--- src/rtl/lsu_mem_map.sv ---
// rtl/lsu_mem_map.sv - load/store unit address decoder for data RAM, stack RAM and GPIO MMIO
//
// Purpose: decodes RV32I load/store requests into byte-lane accesses on a
// synchronous data RAM. The lower half of the RAM holds .data and the upper
// half holds the stack. A small MMIO window holds the GPIO registers.
//
// Ports:
//   clk, rst                     clock, asynchronous active-high reset
//   req_valid/req_ready          request handshake (ready only while idle)
//   req_we, req_funct3           store flag and RV32I width/sign code
//   req_addr, req_wdata          byte address and store data
//   rsp_valid, rsp_rdata, rsp_err  one-cycle response pulse; data and error flag hold
//   ram_en, ram_we, ram_addr, ram_wdata, ram_rdata  sync RAM port (word index, byte mask)
//   gpio_out, gpio_in            GPIO output register and input pins
module lsu_mem_map #(
  parameter int DATA_MEM_DEPTH = 1024,
  parameter int MMIO_MEM_SIZE  = 8,
  localparam int AW = $clog2(DATA_MEM_DEPTH) - 2
) (
  input  logic          clk,
  input  logic          rst,
  input  logic          req_valid,
  output logic          req_ready,
  input  logic          req_we,
  input  logic [2:0]    req_funct3,
  input  logic [31:0]   req_addr,
  input  logic [31:0]   req_wdata,
  output logic          rsp_valid,
  output logic [31:0]   rsp_rdata,
  output logic          rsp_err,
  output logic          ram_en,
  output logic [3:0]    ram_we,
  output logic [AW-1:0] ram_addr,
  output logic [31:0]   ram_wdata,
  input  logic [31:0]   ram_rdata,
  output logic [7:0]    gpio_out,
  input  logic [7:0]    gpio_in
);

  localparam logic [31:0] DATA_BASE  = 32'h1001_0000;
  localparam logic [31:0] MMIO_LOWER = 32'h1001_0024;
  localparam logic [31:0] STACK_TOP  = 32'h7FFF_F000;
  localparam logic [31:0] DIV        = 32'(DATA_MEM_DEPTH / 2);
  localparam logic [31:0] STACK_BASE = STACK_TOP - DIV;
  localparam logic [31:0] DATA_UPPER = DATA_BASE + DIV;
  localparam logic [31:0] MMIO_UPPER = MMIO_LOWER + 32'(MMIO_MEM_SIZE);

  typedef enum logic [1:0] {IDLE, RD_WAIT, RESP} state_t;
  state_t state, state_next;

  logic        mmio_hit, data_hit, stack_hit, ram_hit;
  logic        f3_ok, misalign, err;
  logic [31:0] mmio_off, mmio_word;
  logic [3:0]  lane_mask;
  logic [1:0]  lat_lane;
  logic [2:0]  lat_f3;
  logic        accept;

  // Lane select plus sign/zero extension shared by RAM and MMIO loads.
  function automatic logic [31:0] fmt_load(input logic [31:0] w, input logic [1:0] lane,
                                           input logic [2:0] f3);
    logic [7:0]  b;
    logic [15:0] h;
    b = w[{lane, 3'b000} +: 8];
    h = lane[1] ? w[31:16] : w[15:0];
    case (f3)
      3'b000:  fmt_load = {{24{b[7]}}, b};
      3'b100:  fmt_load = {24'h0, b};
      3'b001:  fmt_load = {{16{h[15]}}, h};
      3'b101:  fmt_load = {16'h0, h};
      default: fmt_load = w;
    endcase
  endfunction

  // MMIO wins over .data where the windows overlap.
  always_comb begin
    mmio_hit  = (req_addr >= MMIO_LOWER) && (req_addr < MMIO_UPPER);
    data_hit  = !mmio_hit && (req_addr >= DATA_BASE) && (req_addr < DATA_UPPER);
    stack_hit = !mmio_hit && !data_hit && (req_addr >= STACK_BASE) && (req_addr < STACK_TOP);
    ram_hit   = data_hit || stack_hit;
    mmio_off  = req_addr - MMIO_LOWER;
  end

  always_comb begin
    f3_ok    = req_we ? (req_funct3 inside {3'b000, 3'b001, 3'b010})
                      : (req_funct3 inside {3'b000, 3'b001, 3'b010, 3'b100, 3'b101});
    misalign = ((req_funct3[1:0] == 2'b01) && req_addr[0]) ||
               ((req_funct3[1:0] == 2'b10) && (req_addr[1:0] != 2'b00));
    err      = !(mmio_hit || ram_hit) || !f3_ok || misalign;
  end

  // Word-granular offset arithmetic: the bases are word aligned, so only the
  // index bits matter and the subtraction wraps harmlessly above them.
  always_comb begin
    if (data_hit)
      ram_addr = req_addr[AW+1:2] - DATA_BASE[AW+1:2];
    else
      ram_addr = DIV[AW+1:2] + (req_addr[AW+1:2] - STACK_BASE[AW+1:2]);
  end

  always_comb begin
    lane_mask = 4'b0000;
    ram_wdata = req_wdata;
    case (req_funct3[1:0])
      2'b00: begin
        lane_mask = 4'b0001 << req_addr[1:0];
        ram_wdata = {4{req_wdata[7:0]}};
      end
      2'b01: begin
        lane_mask = req_addr[1] ? 4'b1100 : 4'b0011;
        ram_wdata = {2{req_wdata[15:0]}};
      end
      default: lane_mask = 4'b1111;
    endcase
  end

  always_comb begin
    if (mmio_off < 32'd4)
      mmio_word = {24'h0, gpio_out};
    else if (mmio_off < 32'd8)
      mmio_word = {24'h0, gpio_in};
    else
      mmio_word = 32'h0;
  end

  assign accept = req_valid && req_ready;
  assign ram_en = (state == IDLE) && req_valid && ram_hit && !err;
  assign ram_we = (ram_en && req_we) ? lane_mask : 4'b0000;

  always_ff @(posedge clk or posedge rst) begin
    if (rst) state <= IDLE;
    else     state <= state_next;
  end

  always_comb begin
    state_next = state;
    req_ready  = 1'b0;
    rsp_valid  = 1'b0;
    case (state)
      IDLE: begin
        req_ready = 1'b1;
        if (req_valid)
          state_next = (!req_we && ram_hit && !err) ? RD_WAIT : RESP;
      end
      RD_WAIT: state_next = RESP;
      RESP: begin
        rsp_valid  = 1'b1;
        state_next = IDLE;
      end
      default: state_next = IDLE;
    endcase
  end

  always_ff @(posedge clk or posedge rst) begin
    if (rst) begin
      rsp_rdata <= 32'h0;
      rsp_err   <= 1'b0;
      gpio_out  <= 8'h0;
      lat_lane  <= 2'b00;
      lat_f3    <= 3'b000;
    end else if (state == IDLE && accept) begin
      lat_lane <= req_addr[1:0];
      lat_f3   <= req_funct3;
      if (err) begin
        rsp_rdata <= 32'h0;
        rsp_err   <= 1'b1;
      end else if (req_we) begin
        rsp_rdata <= 32'h0;
        rsp_err   <= 1'b0;
        if (mmio_hit && mmio_off == 32'd0)
          gpio_out <= req_wdata[7:0];
      end else if (mmio_hit) begin
        rsp_rdata <= fmt_load(mmio_word, req_addr[1:0], req_funct3);
        rsp_err   <= 1'b0;
      end
      // RAM loads leave the previous response in place until RD_WAIT.
    end else if (state == RD_WAIT) begin
      rsp_rdata <= fmt_load(ram_rdata, lat_lane, lat_f3);
      rsp_err   <= 1'b0;
    end
  end

endmodule

--- config.mk ---
export PLATFORM = sky130hd
export DESIGN_NAME = lsu_mem_map
export DESIGN_NICKNAME = d
export VERILOG_FILES = /design/src/rtl/lsu_mem_map.sv
export SDC_FILE = /design/constraint.sdc
export NUM_CORES = 1
export LEC_CHECK = 0
export ABC_CLOCK_PERIOD_IN_PS = 3500
export CORE_MARGIN = 1.5
export CORE_UTILIZATION = 30
export CTS_CLUSTER_DIAMETER = 40
export CTS_CLUSTER_SIZE = 16
export DETAILED_ROUTE_END_ITERATION = 8
export HOLD_SLACK_MARGIN = 0.02
export PLACE_DENSITY = 0.67
export SLEW_MARGIN = 20
export SYNTH_ARGS = -nofsm -noshare
export SYNTH_HDL_FRONTEND = slang
export SYNTH_SLANG_ARGS = --single-unit
--- constraint.sdc ---
create_clock -name clk -period 3.5 [get_ports clk]
set_input_delay 0.525 -clock clk [delete_from_list [all_inputs] [get_ports clk]]
set_output_delay 0.525 -clock clk [all_outputs]
set_load 0.01 [all_outputs]
==> flow_summary.json <==
{
  "status": "complete, no violations",
  "critPathCaptureType": "register",
  "synthFlopType": "dfrtp_1",
  "num-nets-final": 930,
  "ys_seq_area_share_pct": 27.1,
  "max-slew-margin-rel_pct": 36.9,
  "ys_seq_elements": 48,
  "hold_violations": 0,
  "synth_top_area_share_pct": 27.1,
  "grt_antenna_before_repair": 0,
  "core_um2": 14500,
  "tightestPinTransition_ns": 0.943,
  "antenna_left": 0,
  "numClockSinks": 48,
  "multi_input_area_um2": 3090,
  "routed_wl_um": 18400,
  "drc": 0,
  "netlist_instances": 551,
  "area_delta_synth_final_pct": 73.9,
  "start_util_pct": 30.7,
  "cts_root_buffer": "clkbuf_16",
  "grt.overflow.total": 0,
  "peakVddDrop_mv": 0.178,
  "maxSlewViolCount": 0,
  "critPathMaxFanout": 13,
  "grt_max_degree": 49,
  "finalCriticalPeriod_ns": 3.44,
  "chipWidth_um": 125,
  "fill_cells": 1346,
  "htreeDepth": 2,
  "drt_iter0_drc": 430,
  "vias_per_cell": 5.44,
  "syn_avg_cell_area_um2": 8.06,
  "fin_util_pct": 53.3,
  "pin_count": 199,
  "path_class": "primary input to register",
  "grt_first_pass_wirelength_um": 28200,
  "numPortBuffers": 198,
  "dpl.hpwl_um": 14400,
  "cts_hold_buf": 0,
  "yosys_warnings": 0,
  "clk_latency_ns": 0.28,
  "die_height_um": 125,
  "antenna_cells": 0,
  "hold_class": "register to register",
  "synth_top_cells_by_area": "dfrtp_1 27%, mux2_2 6.1%, nand2_1 5.7%",
  "tritoncts": "done",
  "mappedNetlistArea_um2": 4440,
  "final_cell_mix": "181 x clkdlybuf4s50_1, 105 x buf_4, 67 x nand2_1, 51 x nor2_1, 48 x dfrtp_1",
  "regArea_um2": 1200,
  "cp.arrival_ns": 3.65,
  "final_common_cell": "clkdlybuf4s50_1",
  "drive_above_1_share_pct": 25.7,
  "vias": 5428,
  "fin_crit_sh_pct": 98.4,
  "max_freq_mhz": 290,
  "final-setup-viol-count": 0,
  "clk_pin_slew_ns": 0.06,
  "required_ns": 3.70,
  "track_usage_pct": 22.2,
  "ys_types": 71,
  "first_pass_iters": 5,
  "yosysTopAreaCell": "dfrtp_1",
  "maxCapViolCount": 0,
  "grt_pass1_vias": 5388,
  "routedWlPerCell_um": 18.4,
  "synth-edff-count": 0,
  "post_dp_cell_area_um2": 7210,
  "fin_skew_ns": 0.00738,
  "dieArea_um2": 15500,
  "gp_congestion": 0.926,
  "powerDensity_nw_per_um2": 281,
  "startpoint_type": "primary input",
  "syn_nets": 667,
  "clockBufferDepth": 2,
  "async_flop_share_pct": 100,
  "leakage_nw": 3.14,
  "cts_buffers": 5,
  "final_area_um2": 7720,
  "row_count": 44
}
worst paths after layout:
check,start,endpoint,slack (ns),depth (start not counted)
setup / recovery,req_addr[17],rsp_rdata[27],0.06,10
hold / removal,rsp_rdata[7],rsp_rdata[7],0.51,2
setup reg to reg,state[1],rsp_rdata[27],0.52,9
hold reg to reg,rsp_rdata[7],rsp_rdata[7],0.51,2
max in group asynchronous,rst,rsp_rdata[18],2.29,2
min in group asynchronous,rst,rsp_rdata[12],0.71,2
flip-flops by register name, summed over array words and instances, names as in the netlist:
signal     count
rsp_rdata     32
gpio_out       8
lat_f3         3
lat_lane       2
state          2
rsp_err        1
layout make-up:
class | instances | share of cell area (%)
Clock buffer | 6 | 1.67
Clock inverter | 1 | 0.0648
Inverter | 28 | 1.38
Multi-Input combinational cell | 418 | 40.1
Sequential cell | 48 | 15.6
Tap cell | 184 | 2.98
Timing Repair Buffer | 313 | 38.3
layer usage:
metal / share of wire (%) / up-vias / global-route usage [%]
li1: - / 2563 / -
met1: 43 / 2551 / 29.4
met2: 48 / 278 / 36.8
met3: 7.2 / 36 / 4.34
met4: 2.4 / 0 / 5.95
met5: 0 / - / 0
cell usage after synthesis, types with 4 or more instances:
cell type,number
nand2_1,68
nor2_1,53
dfrtp_1,48
o21ai_0,35
clkbuf_1,30
inv_1,28
mux2_2,24
mux2i_1,19
nor3_1,19
a31oi_1,17
buf_4,17
a21oi_1,11
nand3_1,11
a41oi_1,9
nand4_1,9
nor2b_1,9
a221o_1,8
a22oi_1,8
a41oi_2,8
nor4_1,7
nand2b_1,6
o221a_2,6
a211oi_1,5
ha_1,5
nor3b_1,5
o2111ai_1,5
nor4b_1,4
o211ai_1,4
or3_1,4
or4_1,4
metrics by stage:
| stage | hold WS, ns | worst slack [ns] | instances | total power, mW | TNS, ns |
|---|---|---|---|---|---|
| floorplan | 0.470 | 0.116 | 551 | 1.13 | 0 |
| global placement | 0.493 | -0.410 | 986 | 1.67 | -10.63 |
| detailed placement | 0.501 | -0.465 | 986 | 1.69 | -13.60 |
| CTS | 0.516 | 0.0103 | 993 | 2.15 | 0 |
| global route | 0.543 | -0.0654 | 998 | 2.29 | -0.709 |
| finish | 0.508 | 0.0569 | 998 | 2.17 | 0 |
critical path: stages:
cell and delay [ns]:
clkdlybuf4s50_1 0.47, buf_4 0.23, or3_1 0.40, o31ai_1 0.33, o2111ai_2 0.20, a2111oi_4 0.35, nand4_1 0.16, or4b_4 0.60
clkbuf_16 0.21, a41oi_1 0.17
kinds of logic after synthesis:
kind of cell,count (synthesis),share of synthesized area [%]
AOI/OAI and AO/OA,147,25.7
xor gates and xnor gates,5,0.987
adders and majority gates,6,1.63
buffers and inverters,85,9.24
DFF,48,27.1
muxes,44,10.9
and+or+nand+nor,216,24.5
power breakdown:
part | internal [mW] | leakage, nW | switching, mW
Combinational | 0.543 | 2.48 | 0.462
Sequential | 0.642 | 0.589 | 0.0676
Clock | 0.260 | 0.0667 | 0.192
Total | 1.45 | 3.14 | 0.722
repair_timing:
| item | CTS | global route |
|---|---|---|
| pin swaps | 4 | 11 |
| endpoints found under the setup margin | 29 | 29 |
| resized for setup | 20 | 51 |
| buffers inserted | 0 | 2 |
| gates cloned | 0 | 3 |
(Power assumes the default switching activity.)
